### config.mk
export PLATFORM = sky130hd
export DESIGN_NAME = dpram_fifo_ctrl
export DESIGN_NICKNAME = d
export VERILOG_FILES = /design/src/rtl/dpram_fifo_pkg.sv /design/src/rtl/fifo_ptr.sv /design/src/rtl/dpram_fifo_ctrl.sv
export SDC_FILE = /design/constraint.sdc
export NUM_CORES = 1
export LEC_CHECK = 0
export ABC_AREA = 1
export ABC_CLOCK_PERIOD_IN_PS = 3800
export BUFFER_PORTS_ARGS = -buffer_cell sky130_fd_sc_hd__buf_4
export CAP_MARGIN = 10
export CORE_UTILIZATION = 40
export CTS_CLUSTER_SIZE = 25
export DETAILED_ROUTE_END_ITERATION = 6
export PLACE_DENSITY = 0.75
export SLEW_MARGIN = 20
export SYNTH_ARGS = -nofsm -noshare
export SYNTH_HDL_FRONTEND = slang
export SYNTH_HIERARCHICAL = 1
export SYNTH_SLANG_ARGS = --single-unit
### constraint.sdc
create_clock -name clk -period 3.8 [get_ports clk]
set_input_delay 0.57 -clock clk [delete_from_list [all_inputs] [get_ports clk]]
set_output_delay 0.57 -clock clk [all_outputs]
set_load 0.02 [all_outputs]
### src/rtl/dpram_fifo_pkg.sv
// Shared types and defaults for the dual-port-RAM FIFO controller.
// Pointer type carries one extra wrap bit above the RAM address.
package dpram_fifo_pkg;

  localparam int ADDR_W_DEF = 4;
  localparam int DATA_W_DEF = 8;
  localparam int DEPTH_DEF  = 16;

  typedef logic [ADDR_W_DEF:0]   ptr_t;
  typedef logic [ADDR_W_DEF-1:0] addr_t;
  typedef logic [DATA_W_DEF-1:0] data_t;

endpackage

### src/rtl/fifo_ptr.sv
// Wrap-bit FIFO pointer: increments on inc, async active-low reset.
// Rolls over naturally; the MSB toggles once per lap of the RAM.
module fifo_ptr
  import dpram_fifo_pkg::*;
#(
  parameter int W = ADDR_W_DEF + 1
) (
  input  logic         clk,
  input  logic         rst_n,
  input  logic         inc,
  output logic [W-1:0] ptr
);

  logic [W-1:0] ptr_q;
  logic [W-1:0] ptr_d;

  always_comb begin
    ptr_d = ptr_q;
    if (inc) ptr_d = ptr_q + {{(W-1){1'b0}}, 1'b1};
  end

  always_ff @(posedge clk or negedge rst_n) begin
    if (!rst_n) ptr_q <= '0;
    else        ptr_q <= ptr_d;
  end

  assign ptr = ptr_q;

endmodule

### src/rtl/dpram_fifo_ctrl.sv
// FIFO controller driving a 16x8 dual-port RAM (port 0 write, port 1 read).
// Optional registered almost flags: define DPRAM_FIFO_ALMOST_FLAGS_EN.
module dpram_fifo_ctrl
  import dpram_fifo_pkg::*;
#(
  parameter int ADDR_W   = ADDR_W_DEF,
  parameter int DATA_W   = DATA_W_DEF,
  parameter int AF_LEVEL = 12,
  parameter int AE_LEVEL = 4
) (
  input  logic              clk,
  input  logic              rst_n,
  input  logic              s_valid,
  output logic              s_ready,
  input  logic [DATA_W-1:0] s_data,
  output logic              m_valid,
  input  logic              m_ready,
  output logic [DATA_W-1:0] m_data,
  output logic              ram_wr_en,
  output logic              ram_port_en_0,
  output logic [ADDR_W-1:0] ram_addr_0,
  output logic [DATA_W-1:0] ram_data_in,
  output logic              ram_port_en_1,
  output logic [ADDR_W-1:0] ram_addr_1,
  input  logic [DATA_W-1:0] ram_data_out_1,
  output logic [ADDR_W:0]   count,
`ifdef DPRAM_FIFO_ALMOST_FLAGS_EN
  output logic              almost_full,
  output logic              almost_empty,
`endif
  output logic              full,
  output logic              empty,
  output logic              ovf_err,
  output logic              unf_err
);

  localparam int PW = ADDR_W + 1;

  logic [PW-1:0] wptr;
  logic [PW-1:0] rptr;
  logic [PW-1:0] count_w;
  logic          full_w;
  logic          empty_w;
  logic          push;
  logic          pop;

  logic ovf_q, ovf_d;
  logic unf_q, unf_d;

  fifo_ptr #(.W(PW)) u_wptr (
    .clk  (clk),
    .rst_n(rst_n),
    .inc  (push),
    .ptr  (wptr)
  );

  fifo_ptr #(.W(PW)) u_rptr (
    .clk  (clk),
    .rst_n(rst_n),
    .inc  (pop),
    .ptr  (rptr)
  );

  assign empty_w = (wptr == rptr);
  assign full_w  = (wptr[ADDR_W-1:0] == rptr[ADDR_W-1:0])
                && (wptr[ADDR_W] != rptr[ADDR_W]);
  assign count_w = wptr - rptr;

  // Handshakes are gated by rst_n so nothing fires while reset is held.
  assign s_ready = rst_n & ~full_w;
  assign m_valid = rst_n & ~empty_w;
  assign push    = s_valid & s_ready;
  assign pop     = m_valid & m_ready;

  assign ram_wr_en     = push;
  assign ram_port_en_0 = push;
  assign ram_addr_0    = wptr[ADDR_W-1:0];
  assign ram_data_in   = s_data;
  assign ram_port_en_1 = m_valid;
  assign ram_addr_1    = rptr[ADDR_W-1:0];
  assign m_data        = ram_data_out_1;

  always_comb begin
    ovf_d = ovf_q | (s_valid & full_w);
    unf_d = unf_q | (m_ready & empty_w);
  end

  always_ff @(posedge clk or negedge rst_n) begin
    if (!rst_n) begin
      ovf_q <= 1'b0;
      unf_q <= 1'b0;
    end else begin
      ovf_q <= ovf_d;
      unf_q <= unf_d;
    end
  end

  assign count   = count_w;
  assign full    = full_w;
  assign empty   = empty_w;
  assign ovf_err = ovf_q;
  assign unf_err = unf_q;

`ifdef DPRAM_FIFO_ALMOST_FLAGS_EN
  localparam logic [PW-1:0] AF_L = PW'(AF_LEVEL);
  localparam logic [PW-1:0] AE_L = PW'(AE_LEVEL);

  logic [PW-1:0] count_d;
  logic          af_q, af_d;
  logic          ae_q, ae_d;

  // Flags come from next-state occupancy so they line up with count.
  always_comb begin
    count_d = count_w
            + {{ADDR_W{1'b0}}, push}
            - {{ADDR_W{1'b0}}, pop};
    af_d    = (count_d >= AF_L);
    ae_d    = (count_d <= AE_L);
  end

  always_ff @(posedge clk or negedge rst_n) begin
    if (!rst_n) begin
      af_q <= 1'b0;
      ae_q <= 1'b1;
    end else begin
      af_q <= af_d;
      ae_q <= ae_d;
    end
  end

  assign almost_full  = af_q;
  assign almost_empty = ae_q;
`endif

endmodule

Yosys cells after proc, flatten, opt, wreduce, memory -nomap -nowiden --
Cells that the tools add are included.
Storage, ports and cells: bits of input ports 20, output and inout port bits 38, word-level logic and storage cells 21, register bits after elaboration 12
Cells by class: equal/unequal tests 3, add/sub/neg operators 3, bitwise logic cells 10, reduce and logical (&&, ||, !) cells 1
Operator list (number):
- $add A5 B1 Y5 const B | 2
- $and A1 B1 Y1 | 6
- $eq A5 B5 Y1 | 1
- $sub A5 B5 Y5 | 1
- $eq A4 B4 Y1 | 1
- $not A1 Y1 | 2
- $or A1 B1 Y1 | 2
- $logic_and A1 B1 Y1 | 1
- $ne A1 B1 Y1 | 1

Depth between registers and ports, before layout --
word-level depth 5, mapped depth 11, depth with buffers taken out 11

Cells and area by module --
Netlist, hierarchy kept.
By module, submodules not included:
- dpram_fifo_ctrl | cells each 79, instances 1, area an instance 483.0 um2, seq. area each 50.0 um2
- fifo_ptr | cells each 27, instances 2, area an instance 235.2 um2, seq. area each 125.1 um2

Least setup slack after synthesis --
OpenSTA, ideal clock, no wires.
kind register to output, start point register u_rptr.ptr_q[2], in the netlist u_rptr/ptr[2], end point output port ram_wr_en, path slack 1261 ps, cell stages (with the launch flop) 9, buffers on the path 1, arrival 1969 ps, path through dfrtp_1 -> inv_1 -> ha_1 -> nand2_2 -> nor2_4 -> nand2_1 -> nand2_1 -> nor2_1 -> buf_4
Between the ends: cells in the longest elaborated chain, start to end 5
RTL lines:
- from (decl) | RTL line fifo_ptr.sv:14 | logic [W-1:0] ptr_q;
- from (signal assigned) | RTL line fifo_ptr.sv:24 | else ptr_q <= ptr_d;
- $eq A4 B4 Y1 | RTL line dpram_fifo_ctrl.sv:65 | assign full_w = (wptr[ADDR_W-1:0] == rptr[ADDR_W-1:0])
- $logic_and A1 B1 Y1 | RTL line dpram_fifo_ctrl.sv:66 | && (wptr[ADDR_W] != rptr[ADDR_W]);
- $not A1 Y1 | RTL line dpram_fifo_ctrl.sv:70 | assign s_ready = rst_n & ~full_w;
- $and A1 B1 Y1 | RTL line dpram_fifo_ctrl.sv:70
- $and A1 B1 Y1 | RTL line dpram_fifo_ctrl.sv:72 | assign push = s_valid & s_ready;
- to (decl) | RTL line dpram_fifo_ctrl.sv:19 | output logic ram_wr_en,
Every way passes these cells.

Worst setup path in the final report --
start point register u_wptr.ptr_q[2], in the netlist u_wptr/ptr[2], end point output port ram_wr_en
Between the ends: cells in the longest elaborated chain, start to end 5
RTL lines (RTL line):
- from (decl) | fifo_ptr.sv:14
- from (signal assigned) | fifo_ptr.sv:24
- $eq A4 B4 Y1 | dpram_fifo_ctrl.sv:65
- $logic_and A1 B1 Y1 | dpram_fifo_ctrl.sv:66
- $not A1 Y1 | dpram_fifo_ctrl.sv:70
- $and A1 B1 Y1 | dpram_fifo_ctrl.sv:70
- $and A1 B1 Y1 | dpram_fifo_ctrl.sv:72
Every way passes these cells.

==> metrics.md <==
| Metric | Value |
|---|---|
| Final core area utilization | `47.6%` |
| Sequential area share after synthesis | `31.5%` |
| DP HPWL | `1410 um` |
| Post-Synthesis Cell Area | `953 um^2` |
| Worst Setup Start Kind | `flip-flop` |
| Critical path endpoint category | `primary output` |
| Largest net degree at the start of global routing | `15` |
| Netlist cell types | `15` |
| Setup WS post-layout | `1150 ps` |
| Required @ worst endpoint | `3230 ps` |
| Vias/cell | `4.44` |
| Final min period | `2650 ps` |
| Setup TNS | `0 ps` |
| First-pass GRT wire length | `2960 um` |
| GRT Total Usage | `15.4%` |
| CTS H-tree depth | `1` |
| Die H | `50.8 um` |
| Die area | `2580 um^2` |
| RSZ-0062 raised after global routing | `false` |
| # diodes | `0` |
| Slew HR | `63.6%` |
| Tightest Pin Transition | `544 ps` |
| VDD IR max | `0.000590 V` |
| Clk buf depth | `2` |
| Crit-path max FO | `8` |
| Leak | `0.621 nW` |
| Share of cells above drive strength 1 | `23.1%` |
| Non-filler cells, final | `171` |
| Via count of the first global-routing pass | `690` |
| Hold buffers post-CTS | `0` |
| Max-cap violations | `0` |
| Number of iterations in the first detailed-routing pass | `4` |
| Antenna violations before repair | `0` |
| Post-CTS Resized | `0` |
| Max frequency | `378 MHz` |
| Vias | `760` |
| Port Buffer Count | `25` |
| Cell Rows | `17` |
| Total wire length | `1700 um` |
| Hold Path Class | `input pin to asynchronous set/reset pin` |
| Syn_nets | `160` |
| Clk_lat worst skew | `260 ps` |
| Critical Path AT | `2080 ps` |
| Clock Skew | `0.275 ps` |
| DP Worst Slack | `1440 ps` |
| Pwr Density | `1060 nW/um^2` |
| Core area | `2230 um^2` |
| Final setup viols | `0` |
| Crit Path Class | `flip-flop to primary output` |
| Initial Util | `42.7%` |
| Drt first-iter violations | `8` |
| Num CTS Buffers | `3` |
| Area Growth Syn to Fin | `11.5%` |
| Final hold viol count | `0` |
| Cell total after placement | `168` |
| GR Overflow Total | `0` |
| Postcts setup bufs | `0` |
| Yosys warnings | `6` |
| Filler Cell Count | `226` |
| Gp weighted congestion | `0.885` |
| CTS Sinks | `12` |
| Hold Slack | `142 ps` |
| WL per Instance | `9.96 um` |
| CTS clk-pin slew, worst paths | `70 ps` |
| Seq cells post-synth | `12` |
| Most common cell after layout, fill and taps aside | `nand2_1` |
| Final period utilization | `69.7%` |
| Root buf cell | `clkbuf_4` |
| Nets | `172` |
| Outcome | `completed` |
| DRC | `0` |
| CTS tree | `built` |
| Die W | `50.8 um` |
| Commonest cells after routing, fill and taps aside | `nand2_1, inv_1, buf_4` |
| Pins Over Slew Limit | `0` |
| Syn Area/Cell | `7.17 um^2` |
| I/O Pins | `58` |
| Post-synthesis cell count | `133` |
| Final ANT Viol Nets | `0` |
-- sequential cells by signal (all words and copies together), names as in the netlist --
name and count:
unf_err 1, u_wptr/ptr 5, ovf_err 1, u_rptr/ptr 5
-- layout make-up --
cell class,count,area [um^2],share of cell area [%]
clock buffer,3,22.5,2.12
multi-input combinational,75,413,38.8
tap,28,35.0,3.29
timing repair buffer,25,188,17.6
inverter,28,105,9.88
sequential,12,300,28.2
-- stage by stage --
step / total power, mW / cell area [um^2]
global placement: 1.05 / 1040
CTS: 1.14 / 1060
finish: 1.12 / 1060
floorplan: 0.807 / 953
detailed placement: 1.06 / 1040
global route: 1.25 / 1060
-- where the power goes --
part	switching [mW]	total, mW	internal [mW]
Combinational	0.466	0.791	0.326
Sequential	0.0788	0.256	0.178
Clock	0.0393	0.0758	0.0365
-- per-layer routing --
metal / vias up / routed length (um) / track usage [%]
li1: 399 / - / -
met1: 333 / 725 / 18.5
met2: 22 / 856 / 24.9
met3: 6 / 86 / 2.68
met4: 0 / 36 / 10.6
met5: - / 0 / 0
-- worst max-delay path: stages (launching register included) --
cell and delay [ps]:
dfrtp_1 460, ha_1 380, nand2_2 110, nor2_4 50, nand2_1 80, nand2_1 70, nor2_1 430, buf_4 240
-- synthesized netlist by cell type --
library cell / n / area share [%]
nand2_1: 37 / 15
inv_1: 28 / 11
buf_4: 18 / 14
dfrtp_1: 12 / 31
nor2_1: 8 / 3.1
ha_1: 6 / 7.9
nand3_1: 6 / 3.1
xor2_1: 5 / 4.6
nand2_2: 4 / 2.6
nand4_1: 2 / 1.3
o21ai_0: 2 / 1.0
o21ai_1: 2 / 1.0
fa_1: 1 / 2.1
nor2_4: 1 / 1.2
or2_1: 1 / 0.66
-- cell families after synthesis --
kind of cell / synth area share (%)
compound gates: 2.10
fa+ha+maj: 9.97
simple gates: 26.6
flops: 31.5
xor+xnor: 4.59
buf+inv: 25.2
-- final timing paths --
path | from | to | slack [ps] | cells past startpoint
worst max-delay path | u_wptr/ptr[2] | ram_wr_en | 1150 | 7
worst min-delay path | rst_n | ovf_err | 140 | 1
worst max register to register | u_wptr/ptr[2] | u_wptr/ptr[3] | 1760 | 9
worst min register to register | unf_err | unf_err | 480 | 2
max in group asynchronous | rst_n | u_rptr/ptr[4] | 3490 | 1
min in group clk | unf_err | unf_err | 480 | 2
No activity file was read; power rests on OpenSTA's default activity.
